`src/rtl/sram_fifo_ctrl.sv`:
```
`default_nettype none
// ============================================================================
// Module   : sram_fifo_ctrl
// Brief    : Reset/enable sequencer and access guard for a BRAM-based
//            synchronous FIFO macro (FIFO_SYNC_MACRO). Drives the macro's
//            RST/WREN/RDEN pins and runs the reset pulse-width/recovery
//            sequence after power-up and on every flush. Refuses
//            write-when-full and read-when-empty. Tracks its own occupancy
//            and keeps sticky overflow/underflow flags.
// Revision : 1.0 - initial release
// ----------------------------------------------------------------------------
// Parameters
//   DEPTH       : entries in the macro
//   RST_CYCLES  : cycles fifo_rst_o is held high per reset sequence (>= 1)
//   WAIT_CYCLES : cycles after fifo_rst_o falls before enables may rise (>= 1)
//   CNT_W       : derived width of usage_o (not meant to be overridden)
// Ports
//   clk_i        in   clock, rising edge
//   rst_ni       in   asynchronous active-low reset
//   flush_i      in   synchronous request to empty the FIFO (full reset seq)
//   push_i       in   producer write request
//   pop_i        in   consumer read request
//   ready_o      out  sequencer is in READY; accesses are legal
//   full_o       out  FIFO cannot accept a write (forced high outside READY)
//   empty_o      out  FIFO holds no data (forced high outside READY)
//   usage_o      out  current occupancy, 0..DEPTH
//   overflow_o   out  sticky: a push was refused while READY
//   underflow_o  out  sticky: a pop was refused while READY
//   fifo_rst_o   out  macro RST
//   fifo_wren_o  out  macro WREN
//   fifo_rden_o  out  macro RDEN
// ============================================================================
module sram_fifo_ctrl #(
  parameter int DEPTH       = 512,
  parameter int RST_CYCLES  = 5,
  parameter int WAIT_CYCLES = 4,
  parameter int CNT_W       = $clog2(DEPTH + 1)
) (
  input  logic             clk_i,
  input  logic             rst_ni,
  input  logic             flush_i,
  input  logic             push_i,
  input  logic             pop_i,
  output logic             ready_o,
  output logic             full_o,
  output logic             empty_o,
  output logic [CNT_W-1:0] usage_o,
  output logic             overflow_o,
  output logic             underflow_o,
  output logic             fifo_rst_o,
  output logic             fifo_wren_o,
  output logic             fifo_rden_o
);

  // Sequencer cycle counter must hold the larger of the two phase lengths.
  localparam int CYC_MAX = (RST_CYCLES > WAIT_CYCLES) ? RST_CYCLES : WAIT_CYCLES;
  localparam int CYC_W   = $clog2(CYC_MAX + 1);

  localparam logic [CYC_W-1:0] RST_LAST  = CYC_W'(RST_CYCLES - 1);
  localparam logic [CYC_W-1:0] WAIT_LAST = CYC_W'(WAIT_CYCLES - 1);
  localparam logic [CNT_W-1:0] USAGE_MAX = CNT_W'(DEPTH);

  localparam logic [1:0] ST_RST_ASSERT = 2'd0;
  localparam logic [1:0] ST_RST_WAIT   = 2'd1;
  localparam logic [1:0] ST_READY      = 2'd2;

  logic [1:0]       state;
  logic [1:0]       state_next;
  logic [CYC_W-1:0] cyc;
  logic [CYC_W-1:0] cyc_next;
  logic [CNT_W-1:0] usage_q;
  logic [CNT_W-1:0] usage_next;
  logic             overflow_q;
  logic             underflow_q;

  logic             ready;
  logic             at_full;
  logic             at_empty;
  logic             wr_ok;
  logic             rd_ok;
  logic             ovf_hit;
  logic             unf_hit;

  // --------------------------------------------------------------------------
  // Access guard
  // --------------------------------------------------------------------------
  assign ready    = (state == ST_READY);
  assign at_full  = (usage_q == USAGE_MAX);
  assign at_empty = (usage_q == '0);

  // Outside READY both sides see full/empty so producer and consumer stall.
  assign full_o  = ~ready | at_full;
  assign empty_o = ~ready | at_empty;

  // Flush wins over a same-cycle access: the macro is about to be reset, so
  // nothing may be written to or read from it on that edge.
  assign wr_ok = ready & push_i & ~at_full  & ~flush_i;
  assign rd_ok = ready & pop_i  & ~at_empty & ~flush_i;

  // Refused requests only count as errors while the FIFO is usable; requests
  // made during the reset sequence are silently ignored.
  assign ovf_hit = ready & push_i & at_full  & ~flush_i;
  assign unf_hit = ready & pop_i  & at_empty & ~flush_i;

  // --------------------------------------------------------------------------
  // Reset sequencer
  // --------------------------------------------------------------------------
  always_comb begin
    state_next = state;
    cyc_next   = cyc;
    if (flush_i) begin
      state_next = ST_RST_ASSERT;
      cyc_next   = '0;
    end else begin
      case (state)
        ST_RST_ASSERT: begin
          if (cyc == RST_LAST) begin
            state_next = ST_RST_WAIT;
            cyc_next   = '0;
          end else begin
            cyc_next = cyc + 1'b1;
          end
        end
        ST_RST_WAIT: begin
          if (cyc == WAIT_LAST) begin
            state_next = ST_READY;
            cyc_next   = '0;
          end else begin
            cyc_next = cyc + 1'b1;
          end
        end
        ST_READY: begin
          cyc_next = '0;
        end
        default: begin
          // Unreachable encoding: re-run a full reset sequence to recover.
          state_next = ST_RST_ASSERT;
          cyc_next   = '0;
        end
      endcase
    end
  end

  always_ff @(posedge clk_i or negedge rst_ni) begin
    if (!rst_ni) begin
      state <= ST_RST_ASSERT;
      cyc   <= '0;
    end else begin
      state <= state_next;
      cyc   <= cyc_next;
    end
  end

  // --------------------------------------------------------------------------
  // Occupancy and sticky flags
  // --------------------------------------------------------------------------
  // A simultaneous accepted write and read cancel out; the guards above keep
  // usage within 0..DEPTH so no saturation is needed here.
  always_comb begin
    usage_next = usage_q;
    case ({wr_ok, rd_ok})
      2'b10:   usage_next = usage_q + 1'b1;
      2'b01:   usage_next = usage_q - 1'b1;
      default: usage_next = usage_q;
    endcase
  end

  always_ff @(posedge clk_i or negedge rst_ni) begin
    if (!rst_ni) begin
      usage_q     <= '0;
      overflow_q  <= 1'b0;
      underflow_q <= 1'b0;
    end else if (flush_i) begin
      usage_q     <= '0;
      overflow_q  <= 1'b0;
      underflow_q <= 1'b0;
    end else begin
      usage_q <= usage_next;
      if (ovf_hit) begin
        overflow_q <= 1'b1;
      end
      if (unf_hit) begin
        underflow_q <= 1'b1;
      end
    end
  end

  // --------------------------------------------------------------------------
  // Outputs
  // --------------------------------------------------------------------------
  assign ready_o     = ready;
  assign usage_o     = usage_q;
  assign overflow_o  = overflow_q;
  assign underflow_o = underflow_q;
  assign fifo_rst_o  = (state == ST_RST_ASSERT);
  assign fifo_wren_o = wr_ok;
  assign fifo_rden_o = rd_ok;

endmodule
`default_nettype wire

```
`config.mk`:
```
export PLATFORM = sky130hd
export DESIGN_NAME = sram_fifo_ctrl
export DESIGN_NICKNAME = d
export VERILOG_FILES = /design/src/rtl/sram_fifo_ctrl.sv
export SDC_FILE = /design/constraint.sdc
export NUM_CORES = 1
export LEC_CHECK = 0
export ABC_AREA = 1
export ABC_CLOCK_PERIOD_IN_PS = 3250
export CORE_MARGIN = 4
export CORE_UTILIZATION = 45
export CTS_CLUSTER_SIZE = 28
export DETAILED_ROUTE_END_ITERATION = 8
export PLACE_DENSITY_LB_ADDON = 0.12
export SYNTH_ARGS = -nofsm -noshare
export SYNTH_HDL_FRONTEND = slang
export SYNTH_SLANG_ARGS = --single-unit
```
`constraint.sdc`:
```
create_clock -name clk_i -period 3.25 [get_ports clk_i]
set_input_delay 0.4875 -clock clk_i [delete_from_list [all_inputs] [get_ports clk_i]]
set_output_delay 0.4875 -clock clk_i [all_outputs]
set_load 0.005 [all_outputs]
```
# --- Word level (Yosys, flattened, before mapping) ---
# Index checks and enable logic that the tools add are counted.
op_classes:
  n_addsub: 3
  reduce_logical: 6
  div: 0
  shifts: 0
  eq_ne: 10
  magnitude_cmp: 0
  n_mux: 14
  n_bitwise: 16
  mul: 0
op_table:
  columns: ["operator", "count"]
  rows:
  - ["$pmux 10 s2", 1]
  - ["$add 10x1->10 const B", 1]
  - ["$and 1x1->1", 10]
  - ["$eq 10x10->1 const B", 1]
  - ["$logic_not 10->1", 1]
  - ["$mux 10", 1]
  - ["$sub 10x1->10 const B", 1]
  - ["$mux 3", 3]
  - ["$mux 2", 3]
  - ["$pmux 2 s3", 1]
  - ["$pmux 3 s2", 1]
  - ["$eq 2x1->1 const B", 2]
  - ["$eq 2x2->1 const B", 2]
  - ["$mux 1", 4]
  - ["$not 1->1", 4]
  - ["$reduce_bool 2->1", 2]
  - ["$add 3x1->3 const B", 1]
  - ["$eq 3x2->1 const B", 1]
  - ["$eq 3x3->1 const B", 1]
  - ["$ne 3x2->1 const B", 1]
  - ["$ne 3x3->1 const B", 1]
  - ["$reduce_and 3->1", 1]
  - ["$reduce_bool 3->1", 1]
  - ["$logic_not 2->1", 1]
  - ["2 further kinds", 3]
totals:
  latchBits: 0
  mem_bits_rw: 0
  inputBits: 5
  memories: 0
  ff_bits: 17
  romBits: 0

# --- Logic depth before layout (Yosys ltp) ---
logic_depth:
  word_depth: 7
  ltp_mapped: 17
  mapped_depth_nobuf: 17

# --- Worst setup path before layout ---
# No wires, ideal clock.
synth_path:
  path_kind: "input-to-reg"
  start: "input port flush_i"
  end: "register usage_q[8] (netlist: usage_o[8])"
  n_path_buf: 0
  slack_ns: 0.912
  t_arrival_ns: 2.220
  stages: 14
  setup_time_ns: 0.118
  cell_sequence: "nor3_4 nand2_1 inv_1 nand2_1 nand2_4 inv_1 ha_1 nand2_1 o21ai_0 nand4_1 nand2_1 nand2_1 nand2_1 o21ai_2"
synth_between:
  elab_chain_len: 5
synth_lines:
  columns: ["element", "line", "rtl"]
  rows:
  - ["from (decl)", "41", "input logic flush_i,"]
  - ["$not 1->1", "97, 98", null]
  - ["$and 1x1->1, on equally long branches", "98, 97", null]
  - ["$eq 2x1->1 or $eq 2x2->1 (tied branches)", "161", "case ({wr_ok, rd_ok})"]
  - ["$pmux 10 s2", "161", null]
  - ["$mux 10", "173", "end else if (flush_i) begin"]
  - ["to (signal assigned)", "178", "usage_q <= usage_next;"]
  - ["to (decl)", "71", "logic [CNT_W-1:0] usage_q;"]
# Parallel ways exist; a longest one is shown, timed or not.
# A chain may end at the register's enable or synchronous reset.

# --- Worst setup path in the final report ---
# Same ends and word-level chain as after synthesis.

==> results.ini <==
[clocking]
clk_pin_slew_ns=0.10
ctsHoldBuffers=0
cts_tree=done
clock_path_buffers=2
cts_setup_buffers=0
clk_latency_ns=0.29
root_buffer=clkbuf_4
cts.htree.levels=1
cts_buffers=3
clock-sinks=17
ctsResizeCount=0

[synthesis]
synth.ff_latch_count=17
yosys.area_share.simple=0.288
synth_mux_area_frac=0
syn_area_per_cell_um2=7.65
synth_compound_area_frac=0.147
synth_top_family_by_area=simple AND/OR/NAND/NOR gates
synth-xor-area-share=0.0400
synth_warnings=0
synth_area_mm2=0.00132
synthesis.nets=190
seq_area_frac_synth=0.324
synth_fa_ha_area_frac=0.129
synthCells=172
synth_cell_types=25

[floorplanning]
fp-row-count=19
die_w_um=62.1
core_area_mm2=0.00278
die_area_mm2=0.00385
pin_count=23
die_y_um=62.1
start_util=0.473

[global_routing]
track_usage=0.173
grt_max_degree=18
gr-total-overflow=0
antenna_found_initial=0
grt_pass1_wl_um=4940
grt_pass1_vias=1204

[drt]
drc=0
vias=1178
first_pass_iters=4
final_antenna_net_count=0
routed_wl_um=2900
wire_per_inst_um=12.6
drt_iter0_markers=32
vias_per_cell=5.10

[sta]
tightest_slew_ns=0.759
final_max_slew_viol_count=0
max-slew-margin-rel=0.492
period_needed_ns=2.83
hold_violations=0
fmax_mhz=353
rsz0062_at_grt=no
fin_ws_ns=0.421
fin_skew_ns=0.00568
setup_violations=0
fin_crit_sh=0.870
setup_tns_ns=0

[hold_path]
min_path_cells=1
hp-class=reg2reg

[placement]
pre_cts_ws_ns=0.0735
hpwl_um=2410
place.gp.congestion=0.907
io_buffers=22
dpl_cell_area_mm2=0.00159

[worst_setup_path]
worstSetupStartpointType=input port
required_ns=3.44
critPathCaptureType=flip-flop
cp_max_fo=8
crit_type=in2reg
reg2reg_depth=15
cp.arrival_ns=3.02

[finish]
fin_area_mm2=0.00162
finalNetCount=219
seqCellArea_um2=425
multiInputGateArea_um2=796
area_delta_synth_final_pct=22.8
antenna_cells=0
drive_gt1_frac=0.115
fillCellCount=270

[pwr]
powerDensity_mw_per_mm2=239
ir_worst_vdd_uv=264
p_leak_nw=0.804
finalPower_uw=386

[job]
maxCapViolCount=0

[run_status]
status=finished clean

## cell usage after synthesis, drive strengths merged
cell type | instances | share of area
a21o | 1 | 0.0057
a21oi | 10 | 0.052
a31oi | 1 | 0.0048
dfrtp | 17 | 0.32
fa | 1 | 0.015
ha | 12 | 0.11
inv | 25 | 0.071
nand2 | 53 | 0.16
nand3 | 11 | 0.051
nand4 | 1 | 0.0048
nor2 | 16 | 0.051
nor3 | 2 | 0.016
o21ai | 14 | 0.073
o21bai | 2 | 0.011
xnor2 | 4 | 0.027
xor2 | 2 | 0.013
## placed cells by master, fill, tap and decap left out
| cell | synthesis | routed |
|---|---|---|
| nand2_1 | 50 | 50 |
| inv_1 | 23 | 23 |
| clkdlybuf4s50_1 | 0 | 22 |
| dfrtp_1 | 17 | 17 |
| nor2_1 | 15 | 15 |
| ha_1 | 12 | 12 |
| nand3_1 | 10 | 10 |
| a21oi_1 | 7 | 7 |
| o21ai_0 | 7 | 7 |
| o21ai_2 | 7 | 7 |
| xnor2_1 | 4 | 4 |
| clkbuf_4 | 0 | 3 |
| inv_2 | 2 | 2 |
| nand2_4 | 2 | 2 |
| a21oi_2 | 2 | 2 |
| xor2_1 | 2 | 2 |
| o21bai_1 | 2 | 2 |
| buf_4 | 0 | 2 |
| nor2_4 | 1 | 1 |
| nor3_4 | 1 | 1 |
| a21oi_4 | 1 | 1 |
| nand4_1 | 1 | 1 |
| a21o_1 | 1 | 1 |
| nand2_2 | 1 | 1 |
| nand3_4 | 1 | 1 |
| nor3_1 | 1 | 1 |
| a31oi_1 | 1 | 1 |
| fa_1 | 1 | 1 |
| clkbuf_1 | 0 | 1 |
## cell type report
class,count,share of cell area
clock buffer,4,0.0163
inverter,25,0.0581
multi-input combinational,130,0.493
sequential,17,0.263
tap,31,0.0240
timing repair buffer,24,0.146
## sequential cells by signal, indices dropped and copies added, names as in the netlist
name	cells
overflow_o	1
state	2
underflow_o	1
cyc	3
usage_o	10
## layer usage
layer | vias up | part of all wire | GRT usage
li1 | 608 | - | -
met1 | 532 | 0.44 | 0.205
met2 | 29 | 0.48 | 0.303
met3 | 9 | 0.057 | 0.0310
met4 | 0 | 0.026 | 0.0788
met5 | - | 0 | 0
## final timing paths
check / from / endpoint / slack, ns
worst max register to register: usage_o[4] / usage_o[8] / 0.61
worst max-delay path: flush_i / usage_o[8] / 0.42
max in group asynchronous: rst_ni / cyc[1] / 2.14
worst min register to register: cyc[0] / cyc[0] / 0.46
min in group asynchronous: rst_ni / state[1] / 0.63
worst min-delay path: cyc[0] / cyc[0] / 0.46
## worst max-delay path: stages
cell             delay, ns
clkdlybuf4s50_1       0.47
nor3_4                0.23
nand2_1               0.13
inv_1                 0.07
nand2_1               0.09
nand2_4               0.10
inv_1                 0.14
ha_1                  0.41
nand2_1               0.06
o21ai_0               0.35
nand4_1               0.18
nand2_1               0.10
nand2_1               0.05
nand2_1               0.09
o21ai_2               0.06
## stage by stage
step | hold WS [ns] | utilization | std cells
global route | 0.501 | 0.581 | 231
finish | 0.462 | 0.581 | 231
floorplan | 0.192 | - | 172
CTS | 0.472 | 0.581 | 231
global placement | 0.439 | 0.571 | 227
detailed placement | 0.453 | 0.571 | 227
## where the power goes
part           switching, mW  internal, mW
Combinational         0.0293        0.0199
Sequential           0.00582         0.218
Clock                 0.0648        0.0478
## cells by family (layout without fill, tap and decap cells)
kind of cell    count (synthesis)  after routing
simple gates                   83             83
compound gates                 28             28
buf+inv                        25             53
flops                          17             17
fa+ha+maj                      13             13
xor+xnor                        6              6
(Power assumes the default switching activity.)
